File: src/rtl/pool_out_writer.sv
// Pooling output sink: writes each accepted row to BRAM at base + k*stride, raises done after num_rows.
// Write latency 1 cycle; no backpressure, rows outside RUN are dropped and flagged.
module pool_out_writer #(
  parameter int DWIDTH       = 8,
  parameter int MAT_MUL_SIZE = 4,
  parameter int AWIDTH       = 10,
  parameter int MASK_WIDTH   = 4
) (
  input  logic                           clk,
  input  logic                           reset,
  input  logic                           start,
  input  logic [AWIDTH-1:0]              base_addr,
  input  logic [AWIDTH-1:0]              num_rows,
  input  logic [AWIDTH-1:0]              addr_stride,
  input  logic                           in_data_available,
  input  logic [MAT_MUL_SIZE*DWIDTH-1:0] inp_data,
  input  logic [MASK_WIDTH-1:0]          validity_mask,
  output logic [AWIDTH-1:0]              bram_addr,
  output logic [MAT_MUL_SIZE*DWIDTH-1:0] bram_wdata,
  output logic [MAT_MUL_SIZE-1:0]        bram_we,
  output logic                           busy,
  output logic                           done,
  output logic                           err_unexpected
);

  typedef enum logic [1:0] {IDLE, RUN, DONE} state_t;

  state_t            state;
  logic [AWIDTH-1:0] cur_addr;
  logic [AWIDTH-1:0] rows_tgt;
  logic [AWIDTH-1:0] stride;
  logic [AWIDTH-1:0] row_cnt;
  logic [AWIDTH-1:0] row_cnt_nxt;

  assign row_cnt_nxt = row_cnt + 1'b1;

  always_ff @(posedge clk or posedge reset) begin
    if (reset) begin
      state          <= IDLE;
      cur_addr       <= '0;
      rows_tgt       <= '0;
      stride         <= '0;
      row_cnt        <= '0;
      bram_addr      <= '0;
      bram_wdata     <= '0;
      bram_we        <= '0;
      busy           <= 1'b0;
      done           <= 1'b0;
      err_unexpected <= 1'b0;
    end else begin
      bram_we <= '0;
      case (state)
        IDLE, DONE: begin
          if (in_data_available)
            err_unexpected <= 1'b1;
          // A start in the same cycle as a stray row wins: the flag ends up cleared.
          if (start) begin
            cur_addr       <= base_addr;
            rows_tgt       <= num_rows;
            stride         <= addr_stride;
            row_cnt        <= '0;
            err_unexpected <= 1'b0;
            if (num_rows != '0) begin
              state <= RUN;
              busy  <= 1'b1;
              done  <= 1'b0;
            end else begin
              state <= DONE;
              busy  <= 1'b0;
              done  <= 1'b1;
            end
          end
        end
        RUN: begin
          if (in_data_available) begin
            bram_addr  <= cur_addr;
            bram_wdata <= inp_data;
            bram_we    <= validity_mask;
            cur_addr   <= cur_addr + stride;
            row_cnt    <= row_cnt_nxt;
            if (row_cnt_nxt == rows_tgt) begin
              state <= DONE;
              busy  <= 1'b0;
              done  <= 1'b1;
            end
          end
        end
        default: begin
          state <= IDLE;
          busy  <= 1'b0;
          done  <= 1'b0;
        end
      endcase
    end
  end

endmodule

File: config.mk
export PLATFORM = sky130hd
export DESIGN_NAME = pool_out_writer
export DESIGN_NICKNAME = d
export VERILOG_FILES = /design/src/rtl/pool_out_writer.sv
export SDC_FILE = /design/constraint.sdc
export NUM_CORES = 1
export LEC_CHECK = 0
export BUFFER_PORTS_ARGS = -buffer_cell sky130_fd_sc_hd__buf_2
export CAP_MARGIN = 15
export CORE_UTILIZATION = 45
export CTS_CLUSTER_SIZE = 14
export DETAILED_ROUTE_END_ITERATION = 12
export PLACE_DENSITY = 0.82
export SLEW_MARGIN = 10
export SYNTH_ARGS = -nofsm -noshare
export SYNTH_HDL_FRONTEND = slang
export SYNTH_SLANG_ARGS = --single-unit
File: constraint.sdc
create_clock -name clk -period 3.87 [get_ports clk]
set_clock_uncertainty 0.15 [all_clocks]
set_input_delay 0.774 -clock clk [delete_from_list [all_inputs] [get_ports clk]]
set_output_delay 0.774 -clock clk [all_outputs]
set_load 0.02 [all_outputs]
Yosys cells after proc, flatten, opt, wreduce, memory -nomap -nowiden
Index checks and enable logic that the tools add are counted.

storage, ports and cells
  flip-flop bits (word level) = 91
  output and inout port bits = 49
  word-level logic and storage cells = 54

operators by class
  $add $sub $neg = 2
  equal/unequal tests = 6
  muxes and demuxes = 25
  reduce and logical (&&, ||, !) cells = 10

operators with widths
  operator                                                               number
  10-bit two-way mux                                                     4
  10-bit one-hot mux with 2 select lines                                 2
  10-bit by 1-bit adder with 10-bit output, second input constant        1
  10-bit adder                                                           1
  10-bit equality test                                                   1
  1-bit two-way mux                                                      10
  10-bit nonzero test                                                    1
  2-bit two-way mux                                                      4
  4-bit two-way mux                                                      2
  2-bit inequality test, second input constant                           3
  2-bit AND reduction                                                    3
  3-bit AND reduction                                                    2
  1-bit one-hot mux with 2 select lines                                  2
  2-bit one-hot mux with 2 select lines                                  1
  2-bit nonzero test                                                     2
  2-bit by 1-bit equality test with 1-bit output, second input constant  1
  2-bit equality test, second input constant                             1
  2-bit zero test                                                        1
  2-bit OR reduction                                                     1

Depth between registers and ports, before layout
Gate-level depths: netlist of the first run.

  depth after elaboration = 5
  mapped depth = 7
  depth with buffers taken out = 7

Worst setup path before layout of the first run
OpenSTA, ideal clock, no wires.

  path kind = reg2reg
  start = register cur_addr[0]
  end = register cur_addr[8]
  data arrival time = 2.072 ns
  required time = 3.616 ns
  path slack = 1.544 ns
  cell stages (with the launch flop) = 8
  buffers on the path = 0
  cell sequence = dfrtp_1 ha_1 fa_1 a21oi_2 o21bai_2 a2111o_1 a2111o_1 o311ai_1

between the ends
  longest elaborated chain between the ends = 3

ends and longest elaborated chain
  what                                    line  source
  start, declared                         29    logic [AWIDTH-1:0] cur_addr;
  start signal, assigned                  58    cur_addr <= base_addr;
  start signal, assigned                  79    cur_addr <= cur_addr + stride;
  10-bit adder                            79
  10-bit two-way mux                      75    if (in_data_available) begin
  10-bit one-hot mux with 2 select lines  52    case (state)

No other way between the ends. The select of a mux whose other input is x is not followed.
A chain may end at the register's enable or synchronous reset.

Final worst setup path of the first run
Same ends and word-level chain as after synthesis.

==> results.tsv, run 1 <==
metric	value	unit
outcome	completed	
drt_pass1_iterations	4	
cp.arrival	2.59	ns
maxCapViolations	0	
syn_area_per_cell	8.74	µm²
rsz0062_at_grt	false	
leakage	2.76	nW
slew_violations	0	
placementRows	35	
grt_pass1_wl	17600	µm
synthXorXnorAreaFrac	0.0347	
cts_tree	yes	
initial_utilization	0.464	
cts.clk_slew.worst_paths	0.09	ns
drt-total-wl	10700	µm
synth_top_family_by_area	simple AND/OR/NAND/NOR gates	
period_share	0.641	
synth_cells	491	
routedWlPerCell	14.6	µm
synth_compound_area_frac	0.109	
ctsHoldBuffers	0	
place.gp.congestion	0.869	
hold_path.class	input pin to asynchronous set/reset pin	
syn2layout_area_growth	20.6	%
dieHeight	99.6	µm
htreeDepth	3	
ioPinCount	119	
grt_overflow	0	
cts_setup_buffers	0	
numCtsBuffers	9	
regArea	0.00223	mm²
ys_seq_elements	89	
design_area	0.00517	mm²
muxShareOfSynthArea	0.00467	
slew_headroom	0.437	
layout-drive-gt1-share	0.248	
irDropWorstVdd	0.372	mV
synth_area_leader_cell	dfrtp_1	
cts-root-buf	clkbuf_8	
crit_fanout	3	
track_usage	0.224	
synth_area_leaders	dfrtp_1 52%, nand2_1 19%, ha_1 2.9%, o21ai_0 2.1%, xnor2_1 1.8%	
tightest_slew	0.843	ns
postRouteAntennaNets	0	
finalHoldViolations	0	
synth_cell_type_count	51	
viasPerCell	5.24	
diodes	0	
die_w	99.6	µm
dpl_cell_area	0.00498	mm²
ys_seq_area_frac	0.519	
synth_area	0.00429	mm²
setup.worst_path.class	flop to flop	
die-area	0.00993	mm²
yosysWarningCount	0	
synthSimpleGateAreaFrac	0.270	
synth_edf_count	0	
async_reset_ff_frac	1.00	
hpwl	7800	µm
netlist.area_leader.share	0.519	
worstSkewPairLatency	0.36	ns
syn-num-nets	572	
ctsLongestPathBuffers	2	
fmax	403	MHz
core-area	0.00924	mm²
fin_nets	682	
required	3.98	ns
grt_max_degree	54	
multi_input_comb_area	0.00194	mm²
synthAdderAreaFrac	0.0338	
powerDensity	784	mW/mm²
cts_resized	0	
antenna_found_initial	0	
end_kind	flop	
portBuffers	118	
ys.flop_type	dfrtp_1	
clock-sinks	89	
layout_min_cycle_time	2.48	ns
grt_pass1_vias	3759	
drt_iter0_markers	212	
finalSetupTns	0	ns
drc	0	
final_cell_mix	214 x nand2_1, 118 x buf_2, 89 x dfrtp_1	
nFillCells	835	
setup_viol	0	
vias	3846	
startpoint_type	flop	
mostFrequentLayoutCell	nand2_1	
## cell families (layout without fill, tap and decap cells)
group,after synthesis,in the layout
adder cells (fa/ha/maj),11,11
XOR/XNOR,17,17
buffers and inverters,30,144
flip-flops,89,89
AO/OA/AOI/OAI,66,66
AND/OR/NAND/NOR,276,276
multiplexers,2,2
## cells in the mapped netlist, types with 2 or more instances
| master | instances |
|---|---|
| a21o_1 | 5 |
| dfrtp_1 | 89 |
| o21ai_0 | 18 |
| nand2b_1 | 2 |
| o31ai_1 | 3 |
| nor3_1 | 6 |
| xor2_1 | 8 |
| nor3b_1 | 3 |
| a32oi_1 | 3 |
| mux2i_1 | 2 |
| o2111ai_1 | 2 |
| nor2_1 | 15 |
| nand2_1 | 214 |
| or3_1 | 3 |
| nand3b_1 | 2 |
| clkbuf_1 | 17 |
| buf_2 | 7 |
| xnor2_1 | 9 |
| nor2b_1 | 6 |
| a21oi_2 | 2 |
| a2111oi_0 | 2 |
| a2111o_1 | 2 |
| o211ai_1 | 3 |
| and2_1 | 5 |
| and3b_1 | 2 |
| a31oi_1 | 5 |
| ha_1 | 10 |
| nor4_1 | 3 |
| inv_1 | 5 |
| nand3_1 | 10 |
| a21oi_1 | 7 |
| o21a_1 | 2 |
## cell type report
| cell class | count | area share |
|---|---|---|
| flip-flops and latches | 89 | 0.430 |
| multi-input cells | 372 | 0.375 |
| repair buffers | 124 | 0.123 |
| well taps | 129 | 0.0312 |
| clock buffers | 9 | 0.0239 |
| clock inverters | 6 | 0.0131 |
| inverters | 5 | 0.00387 |
## routing by layer
metal,global-route usage,up-vias,part of all wire
li1,-,1834,-
met1,0.272,1841,0.42
met2,0.398,150,0.51
met3,0.0513,21,0.060
met4,0.0645,0,0.015
met5,0,-,0
## sequential cells by signal, indices dropped and copies added (netlist names), 4 cells and up
| name | flops |
|---|---|
| stride | 10 |
| bram_we | 4 |
| bram_addr | 10 |
| rows_tgt | 10 |
| cur_addr | 10 |
| row_cnt | 10 |
| bram_wdata | 32 |
## stage by stage
stage / total power, mW / hold WS (ns) / instances / utilization / setup slack (ns)
after global placement: 3.33 / 0.302 / 719 / 0.539 / 1.41
after CTS: 4.07 / 0.327 / 734 / 0.560 / 1.41
final: 4.06 / 0.323 / 734 / 0.560 / 1.39
after floorplan: 2.88 / 0.300 / 491 / - / 0.639
after detailed placement: 3.42 / 0.307 / 719 / 0.539 / 1.39
after global routing: 4.37 / 0.350 / 734 / 0.560 / 1.26
## critical path, cell delays in order (launching register included)
cell      delay (ns)
dfrtp_1         0.41
ha_1            0.24
fa_1            0.42
a21oi_2         0.16
o21bai_2        0.09
a2111o_1        0.45
a2111o_1        0.38
o311ai_1        0.09
## worst paths after layout
| check | start | to | slack, ns | cells past startpoint |
|---|---|---|---|---|
| max | cur_addr[0] | cur_addr[8] | 1.39 | 7 |
| min | reset | bram_wdata[29] | 0.32 | 2 |
| max reg2reg | cur_addr[0] | cur_addr[8] | 1.39 | 7 |
| min reg2reg | bram_wdata[19] | bram_wdata[19] | 0.32 | 2 |
| max in group asynchronous | reset | cur_addr[2] | 2.47 | 3 |
| min in group clk | bram_wdata[19] | bram_wdata[19] | 0.32 | 2 |
## power by group
| part | switching, mW | internal (mW) |
|---|---|---|
| Combinational | 1.17 | 0.716 |
| Sequential | 0.268 | 1.27 |
| Clock | 0.341 | 0.298 |
(Power assumes the default switching activity.)
==> run 2: changes to the inputs <==
Clock period 3.87 ns to 2.3 ns, I/O delays scaled along.
==> run 2 against run 1 <==
- the flow now finishes with violations (negative setup slack)
- via count decreased by 0.81%
- die area unchanged
- critical path depth unchanged
- total power increased by 75%
- sequential share of layout area decreased by 1.1 points
- wire length decreased by 2.1%
- worst setup slack got worse by 1.4 ns
- combinational power increased by 74%
- clock power increased by 95%
- cell area increased by 2.6%
==> results.tsv, run 2 (synthesis results as in run 1) <==
metric	value	unit	change
grt_overflow	0		unchanged
place.gp.congestion	0.934		was 0.869
slew_violations	0		unchanged
hold_slack	0.0527	ns	was 0.323 ns
ctsLongestPathBuffers	2		unchanged
leakage	2.82	nW	was 2.76 nW
fin_nets	690		was 682
nFillCells	828		was 835
startpoint_type	flop		unchanged
tightest_slew	0.602	ns	was 0.843 ns
violations	negative setup slack		
ff2ff_setup_slack	-0.04	ns	was 1.39 ns
design_area	0.00531	mm²	was 0.00517 mm²
drc	0		unchanged
hpwl	7560	µm	was 7800 µm
ioPinCount	119		unchanged
worstSkewPairLatency	0.36	ns	about the same
outcome	finished with violations		was completed
grt_pass1_vias	3646		was 3759
top_register	bram_wdata		unchanged
numCtsBuffers	9		unchanged
instances_no_fill	743		was 734
crit_fanout	3		unchanged
r2r_start	stride[0]		was cur_addr[0]
period_share	1.02		was 0.641
use_met2	0.382		was 0.398
setup_viol	1		was 0
grt_max_degree	90		was 54
end_kind	flop		unchanged
mostFrequentLayoutCell	nand2_1		unchanged
vias	3815		was 3846
maxCapViolations	0		unchanged
initial_utilization	0.464		unchanged
drt_iter0_markers	141		was 212
setup.worst_path.end	cur_addr[8]		unchanged
r2r_end	cur_addr[8]		unchanged
p_sw_frac	0.423		was 0.437
cts-root-buf	clkbuf_8		unchanged
final_cell_mix	214 x nand2_1, 118 x buf_2, 89 x dfrtp_1		unchanged
required	2.41	ns	was 3.98 ns
rsz0062_at_grt	true		was false
htreeDepth	3		unchanged
fin_util	0.575		was 0.560
switchingPower	3.00	mW	was 1.77 mW
portBuffers	118		unchanged
dieHeight	99.6	µm	unchanged
drt-total-wl	10500	µm	was 10700 µm
fmax	426	MHz	was 403 MHz
cts.clk_slew.worst_paths	0.09	ns	about the same
setup_slack	-0.0448	ns	was 1.39 ns
dpl_cell_area	0.00505	mm²	was 0.00498 mm²
diodes	0		unchanged
finalHoldViolations	0		unchanged
die_w	99.6	µm	unchanged
routedWlPerCell	14.1	µm	was 14.6 µm
layout_min_cycle_time	2.34	ns	was 2.48 ns
power_frac_comb	0.463		about the same
worst_r2r_path_depth	7		unchanged
internal-power	4.10	mW	was 2.28 mW
die-area	0.00993	mm²	unchanged
met1_usage	0.276		was 0.272
clockPowerShare	0.176		was 0.158
syn2layout_area_growth	23.7	%	was 20.6%
setup.worst_path.class	flop to flop		unchanged
track_usage	0.221		was 0.224
drt_pass1_iterations	4		unchanged
cts_tree	yes		unchanged
core-area	0.00924	mm²	unchanged
placementRows	35		unchanged
top_usage_layer	met2		unchanged
cp.arrival	2.45	ns	was 2.59 ns
global_route.usage.met3	0.0541		was 0.0513
sequentialPowerShare	0.361		was 0.379
slew_headroom	0.598		was 0.437
crit_start	stride[0]		was cur_addr[0]
place_inst	726		was 719
hold_path.class	input pin to asynchronous set/reset pin		unchanged
clock-sinks	89		unchanged
powerDensity	1340	mW/mm²	was 784 mW/mm²
irDropWorstVdd	0.607	mV	was 0.372 mV
viasPerCell	5.13		was 5.24
largest_reg_flops	32		unchanged
grt_pass1_wl	17100	µm	was 17600 µm
antenna_found_initial	0		unchanged
postRouteAntennaNets	0		unchanged
layout-drive-gt1-share	0.264		was 0.248
==> run 2: cell count changes in the layout (fill, tap and decap cells not counted), sizes merged <==
cell / delta
buf: +8
bufinv: +1
clkbuf: +1
clkinv: -1
clkinvlp: -1
inv: +1
==> run 2: area by class of cell <==
cell class	instances	area (µm²)	share of cell area
Tap cell	129	161	0.0304
Inverter	5	22.5	0.00424
Clock inverter	6	95.1	0.0179
Timing Repair Buffer	132	708	0.133
Clock buffer	10	138	0.0259
Multi-Input combinational cell	372	1960	0.369
Sequential cell	89	2230	0.420
==> run 2: power groups by stage <==
stage               sequential, mW  clock [mW]  combinational (mW)
CTS                           2.55        1.29                3.27
finish                        2.56        1.25                3.28
global route                  2.64        1.35                3.66
detailed placement            2.58           0                3.24
floorplan                     2.84           0                2.01
global placement              2.54           0                3.10
==> run 2: stage by stage <==
step	TNS, ns	setup slack, ns	total power [mW]
after global routing	-0.148	-0.148	7.65
after detailed placement	-0.0997	-0.0997	5.82
after floorplan	0	0.0324	4.85
final	-0.0448	-0.0448	7.10
after CTS	-0.0558	-0.0558	7.12
after global placement	-0.0216	-0.0216	5.64
==> run 2: worst min-delay path by stage <==
stage / from / to
4_1_cts: reset / bram_wdata[23]
3_5_place_dp: bram_wdata[24] / bram_wdata[24]
5_1_grt: reset / stride[4]
3_3_place_gp: bram_wdata[31] / bram_wdata[31]
6_report: reset / bram_wdata[0]
2_1_floorplan: stride[0] / stride[0]
==> run 2: critical path, cell delays in order (launching register included) <==
cell and delay, ns:
dfrtp_1 0.42, ha_4 0.18, fa_2 0.38, a21oi_2 0.14, o21bai_2 0.10, a2111o_1 0.41
a2111o_1 0.38, o311ai_1 0.09
==> run 2: repair_timing <==
item	in CTS	in global routing
hold buffers	0	0
endpoints found under the setup margin	1	3
endpoints found under the hold margin	0	0
setup buffers	1	0
pin swaps	2	0
gates resized for setup	1	2
==> run 2: metal layers <==
layer	part of all wire	up-vias
met5	0	-
met4	0.012	0
met3	0.053	12
met2	0.50	114
met1	0.43	1831
li1	-	1858
